[src/rtl/param_fifo_pkg.sv]
// param_fifo_pkg: shared constants and helpers for the parameterised FIFO
package param_fifo_pkg;
  localparam int FWFT_REG = 0;
  localparam int FWFT_FALL = 1;
  function automatic int clog2(input int n);
    int r = 0;
    for (int v = n - 1; v > 0; v = v >> 1) r++;
    return r;
  endfunction
endpackage

[src/rtl/param_fifo_if.sv]
// param_fifo_if: write/read handshake and status bundle of the FIFO
interface param_fifo_if #(
  parameter int WIDTH = 8,
  parameter int DEPTH = 8
);
  import param_fifo_pkg::*;
  localparam int CW = clog2(DEPTH + 1);
  logic             wr_en;
  logic [WIDTH-1:0] wr_data;
  logic             rd_en;
  logic [WIDTH-1:0] rd_data;
  logic             rd_valid;
  logic             full;
  logic             empty;
  logic             almost_full;
  logic             almost_empty;
  logic [CW-1:0]    count;
  logic             overflow;
  logic             underflow;
  modport master (
    output wr_en, wr_data, rd_en,
    input  rd_data, rd_valid, full, empty, almost_full, almost_empty, count, overflow, underflow
  );
  modport slave (
    input  wr_en, wr_data, rd_en,
    output rd_data, rd_valid, full, empty, almost_full, almost_empty, count, overflow, underflow
  );
endinterface

[src/rtl/param_fifo_mem.sv]
// param_fifo_mem: DEPTH x WIDTH storage, one write port, one asynchronous read port
module param_fifo_mem import param_fifo_pkg::*; #(
  parameter int WIDTH = 8,
  parameter int DEPTH = 8,
  localparam int AW = clog2(DEPTH)
) (
  input  logic             clk,
  input  logic             we,
  input  logic [AW-1:0]    waddr,
  input  logic [WIDTH-1:0] wdata,
  input  logic [AW-1:0]    raddr,
  output logic [WIDTH-1:0] rdata
);
  logic [WIDTH-1:0] mem [DEPTH];
  always_ff @(posedge clk)
    if (we) mem[waddr] <= wdata;
  assign rdata = mem[raddr];
endmodule

[src/rtl/param_fifo.sv]
// param_fifo: synchronous FIFO with registered or first-word-fall-through read
module param_fifo import param_fifo_pkg::*; #(
  parameter int WIDTH = 8,
  parameter int DEPTH = 8,
  parameter int AF_LEVEL = DEPTH - 1,
  parameter int AE_LEVEL = 1,
  parameter int FWFT = FWFT_REG
) (
  input logic        clk,
  input logic        rst,
  param_fifo_if.slave f
);
  localparam int AW = clog2(DEPTH);
  localparam int CW = clog2(DEPTH + 1);
  if (AE_LEVEL >= AF_LEVEL || AF_LEVEL > DEPTH) begin : g_bad_levels
    $error("param_fifo: levels must satisfy AE_LEVEL < AF_LEVEL <= DEPTH");
  end
  logic [AW-1:0]    wr_ptr, rd_ptr;
  logic [CW-1:0]    cnt, cnt_nx;
  logic             full, empty, af, ae, ovf, udf, rv, wr_acc, rd_acc;
  logic [WIDTH-1:0] head, rd_q;
  function automatic logic [AW-1:0] inc(input logic [AW-1:0] p);
    return (p == AW'(DEPTH - 1)) ? '0 : p + 1'b1;
  endfunction
  param_fifo_mem #(.WIDTH(WIDTH), .DEPTH(DEPTH)) u_mem (
    .clk(clk),
    .we(wr_acc),
    .waddr(wr_ptr),
    .wdata(f.wr_data),
    .raddr(rd_ptr),
    .rdata(head)
  );
  always_comb begin
    rd_acc = f.rd_en && !empty;
    wr_acc = f.wr_en && (!full || rd_acc);
    cnt_nx = (wr_acc && !rd_acc) ? cnt + 1'b1 : (rd_acc && !wr_acc) ? cnt - 1'b1 : cnt;
  end
  always_ff @(posedge clk) begin
    if (rst) begin
      wr_ptr <= '0;
      rd_ptr <= '0;
      cnt    <= '0;
      full   <= 1'b0;
      empty  <= 1'b1;
      af     <= AF_LEVEL == 0;
      ae     <= 1'b1;
      ovf    <= 1'b0;
      udf    <= 1'b0;
      rv     <= 1'b0;
      rd_q   <= '0;
    end else begin
      if (wr_acc) wr_ptr <= inc(wr_ptr);
      if (rd_acc) rd_ptr <= inc(rd_ptr);
      cnt   <= cnt_nx;
      full  <= cnt_nx == CW'(DEPTH);
      empty <= cnt_nx == '0;
      af    <= cnt_nx >= CW'(AF_LEVEL);
      ae    <= cnt_nx <= CW'(AE_LEVEL);
      ovf   <= ovf | (f.wr_en && full && !rd_acc);
      udf   <= udf | (f.rd_en && empty);
      rv    <= rd_acc;
      if (rd_acc) rd_q <= head;
    end
  end
  assign f.rd_data      = (FWFT == FWFT_FALL) ? head : rd_q;
  assign f.rd_valid     = (FWFT == FWFT_FALL) ? !empty : rv;
  assign f.full         = full;
  assign f.empty        = empty;
  assign f.almost_full  = af;
  assign f.almost_empty = ae;
  assign f.count        = cnt;
  assign f.overflow     = ovf;
  assign f.underflow    = udf;
endmodule
[src/flat_wrapper.sv]
// flat-port wrapper written by rule: the top's interface ports become plain ports
module param_fifo_flat import param_fifo_pkg::*;
#(
  parameter int WIDTH = 8,
  parameter int DEPTH = 8,
  parameter int AF_LEVEL = DEPTH - 1,
  parameter int AE_LEVEL = 1,
  parameter int FWFT = FWFT_REG
)
  (clk, rst, f_wr_en, f_wr_data, f_rd_en, f_rd_data, f_rd_valid, f_full, f_empty, f_almost_full, f_almost_empty, f_count, f_overflow, f_underflow);
  param_fifo_if #(.WIDTH(WIDTH), .DEPTH(DEPTH)) f_i ();
  input logic clk;
  input logic rst;
  input wire logic [$bits(f_i.wr_en)-1:0] f_wr_en;
  input wire logic [$bits(f_i.wr_data)-1:0] f_wr_data;
  input wire logic [$bits(f_i.rd_en)-1:0] f_rd_en;
  output wire logic [$bits(f_i.rd_data)-1:0] f_rd_data;
  output wire logic [$bits(f_i.rd_valid)-1:0] f_rd_valid;
  output wire logic [$bits(f_i.full)-1:0] f_full;
  output wire logic [$bits(f_i.empty)-1:0] f_empty;
  output wire logic [$bits(f_i.almost_full)-1:0] f_almost_full;
  output wire logic [$bits(f_i.almost_empty)-1:0] f_almost_empty;
  output wire logic [$bits(f_i.count)-1:0] f_count;
  output wire logic [$bits(f_i.overflow)-1:0] f_overflow;
  output wire logic [$bits(f_i.underflow)-1:0] f_underflow;
  assign f_i.wr_en = f_wr_en;
  assign f_i.wr_data = f_wr_data;
  assign f_i.rd_en = f_rd_en;
  assign f_rd_data = f_i.rd_data;
  assign f_rd_valid = f_i.rd_valid;
  assign f_full = f_i.full;
  assign f_empty = f_i.empty;
  assign f_almost_full = f_i.almost_full;
  assign f_almost_empty = f_i.almost_empty;
  assign f_count = f_i.count;
  assign f_overflow = f_i.overflow;
  assign f_underflow = f_i.underflow;
  param_fifo #(.WIDTH(WIDTH), .DEPTH(DEPTH), .AF_LEVEL(AF_LEVEL), .AE_LEVEL(AE_LEVEL), .FWFT(FWFT)) u_core (.clk(clk), .rst(rst), .f(f_i));
endmodule
[config.mk]
export PLATFORM = sky130hd
export DESIGN_NAME = param_fifo_flat
export DESIGN_NICKNAME = d
export VERILOG_FILES = /design/src/rtl/param_fifo_pkg.sv /design/src/rtl/param_fifo_if.sv /design/src/rtl/param_fifo_mem.sv /design/src/rtl/param_fifo.sv /design/src/flat_wrapper.sv
export SDC_FILE = /design/constraint.sdc
export NUM_CORES = 1
export LEC_CHECK = 0
export ABC_AREA = 1
export BUFFER_PORTS_ARGS = -buffer_cell sky130_fd_sc_hd__buf_2
export CORE_UTILIZATION = 55
export CTS_BUF_LIST = sky130_fd_sc_hd__clkbuf_8
export CTS_CLUSTER_DIAMETER = 40
export DETAILED_ROUTE_END_ITERATION = 8
export GPL_ROUTABILITY_DRIVEN = 0
export PLACE_DENSITY = 0.76
export SYNTH_ARGS = -nofsm -noshare
export SYNTH_HDL_FRONTEND = slang
export SYNTH_SLANG_ARGS = --single-unit
export TNS_END_PERCENT = 50
[constraint.sdc]
create_clock -name clk -period 1.46 [get_ports clk]
set_input_delay 0.146 -clock clk [delete_from_list [all_inputs] [get_ports clk]]
set_output_delay 0.146 -clock clk [all_outputs]
set_load 0.03 [all_outputs]
==> flow_summary.toml <==
[status]
outcome = "finished with violations"
violations = "design-rule violations"

[synth]
synth_top_area_cell = "edfxtp_1"
ys_seq_area_share_pct = 65.1
yosys_warnings = 0
syn_area_sq_um = 3720
synth_seq_cells = 89
netlist-cell-type-count = 32
async_flop_share_pct = 0
mappedNetlistNets = 359
syn_inst = 341
synth_edf_count = 64
syn_area_per_cell_sq_um = 10.9
ys.flop_type = "edfxtp_1"
synthTopCellsByArea = "edfxtp_1 (52%), dfxtp_1 (13%), nor2_1 (4.9%)"
synth_top_area_share_pct = 51.6

[global_route]
grt_pass1_wl_mm = 12.3
antenna_found_initial = 0
grt_pass1_vias = 2412
overflow = 0
grt.total_usage_pct = 23.8
grt_max_degree = 30

[die]
dieArea_sq_um = 7100
start_util_pct = 57.9
core_sq_um = 6420
die_w_um = 84.3
rows = 29
die_h_um = 84.3
ioPinCount = 31

[cts]
htreeDepth = 3
worstSkewPairLatency_ns = 0.36
clkTransAtPathRegs_ns = 0.10
cts_tree = "done"
cts_buffer_depth = 2
cts_buffers = 9
cts_sinks = 89
hold_buffers = 0
cts_root_buffer = "clkbuf_8"

[setup_path]
cp-end-kind = "register"
rr_startpoint = "u_core.f.empty"
crit_path_start_kind = "register"
arrival_ns = 1.48
path_max_fanout = 8
worstPathRequired_ns = 1.50
crit_start = "u_core.f.empty"
criticalPathCategory = "register to register"

[sta]
period_share_pct = 98.7
finalHoldViolations = 0
rsz0062_at_grt = "true"
worstMarginPinSlew_ns = 0.417
fin_worst_skew_ns = 0.0138
maxSlewViolCount = 0
period_minus_slack_ns = 1.44
layout_setup_ws_ns = 0.0186
setup_viol = 0
fmax_mhz = 694
relSlewSlack_pct = 72.2

[power_and_ir_drop]
cellLeakagePower_nw = 1.68
ir_worst_vdd_mv = 0.754
power_density_nw_per_um2 = 1360

[flow_run]
max_cap_viol_count = 0

[detailed_routing]
avgViaCountPerCell = 5.70
drtIter0Drc = 319
drc = 4
vias = 2621
antenna_left = 0
finalWirelength_mm = 7.86
drt-wirelength-per-cell_um = 17.1
drt-pass1-iter-count = 7

[cells_and_area]
layout_commonest_cell = "edfxtp_1"
nets = 396
fin_cells = 460
synthToLayoutAreaGrowth_pct = 15.6
drive_gt1_share_pct = 23.8
diodes = 0
final_cell_mix = "edfxtp_1 (64), nor2_1 (45), nand2_1 (37), o21ai_0 (34), buf_2 (30)"

[hold_path]
hold_start = "f_wr_data[5]"
hold_class = "input pin to register"

[placed_design]
dp.cells = 443
place_hpwl_mm = 5.46
dp_slack_ns = 0.0318
io_buffers = 30
kinds of logic after synthesis:
group                    Yosys count  synth area share (%)
AND/OR/NAND/NOR                  113                  13.8
XOR/XNOR                           1                 0.235
flip-flops                        89                  65.1
adder cells (fa/ha/maj)            6                  2.02
AO/OA/AOI/OAI                     87                  13.6
buffers and inverters             45                  5.35
critical path, cell delays in order, from the launching register on:
cell	delay, ns
dfxtp_4	0.35
inv_2	0.07
nand2_4	0.06
a21oi_4	0.16
inv_2	0.07
nor2_4	0.12
inv_4	0.08
nor2_4	0.22
metrics by stage:
| stage | total power [W] | cell area (sq um) | util (%) | setup TNS (ns) | hold WS (ns) |
|---|---|---|---|---|---|
| after floorplan | 0.00356 | 3780 | - | -2.94 | 0.245 |
| after global placement | 0.00382 | 4030 | 62.7 | 0 | 0.441 |
| after detailed placement | 0.00384 | 4030 | 62.7 | 0 | 0.455 |
| after CTS | 0.00583 | 4270 | 66.5 | 0 | 0.0854 |
| after global routing | 0.00604 | 4300 | 67.0 | -1.42 | 0.0976 |
| final | 0.00584 | 4300 | 67.0 | 0 | 0.0914 |
final cells by class:
cell class,instances,area [sq um]
sequential,89,2430
fill,491,2120
multi-input combinational,207,1160
timing repair buffer,41,262
clock buffer,9,124
clock inverter,7,118
inverter,30,118
tap,77,96.3
routing by layer:
layer	vias to the layer above	wire length (um)	track usage, %
li1	1260	-	-
met1	1224	3450	33.8
met2	120	3540	35.6
met3	17	698	6.19
met4	0	172	8.46
met5	-	0	0
synth_stat cells, types with 3 or more instances:
master,number
a21oi_1,21
inv_2,8
inv_1,21
o21ai_1,10
o211ai_1,16
nor2_1,49
nor2_2,6
nand2_1,38
edfxtp_1,64
o21ai_0,34
nand3_1,9
ha_1,6
buf_2,9
dfxtp_1,25
buf_4,3
state kept, by name, summed over array words and instances (netlist names):
| register | flops |
|---|---|
| u_core.f.count | 4 |
| u_core.f.rd_data | 8 |
| u_core.wr_ptr | 3 |
| u_core.f.empty | 1 |
| u_core.f.almost_full | 1 |
| u_core.f.rd_valid | 1 |
| u_core.f.full | 1 |
| u_core.rd_ptr | 3 |
| u_core.f.almost_empty | 1 |
| u_core.f.underflow | 1 |
| u_core.u_mem.mem | 64 |
| u_core.f.overflow | 1 |
power breakdown:
group	switching, W	leakage [nW]	total (W)	internal, W
Clock	0.000881	0.119	0.00202	0.00114
Sequential	0.0000636	0.788	0.00290	0.00283
Combinational	0.000627	0.768	0.000919	0.000292
Total	0.00157	1.68	0.00584	0.00427
path summary, 6_finish.rpt:
kind,cells after the start,to,slack [ns]
hold reg to reg,2,u_core.f.underflow,0.47
hold / removal,1,u_core.u_mem.mem[3][5],0.09
setup / recovery,7,u_core.u_mem.mem[5][1],0.02
setup reg to reg,7,u_core.u_mem.mem[5][1],0.02
what timing repair did:
| item | 4_1_cts | 5_1_grt |
|---|---|---|
| setup buffers | 0 | 1 |
| gates resized for setup | 0 | 7 |
| endpoints found under the setup margin | 0 | 61 |
Power figures use the tool's default switching activity.
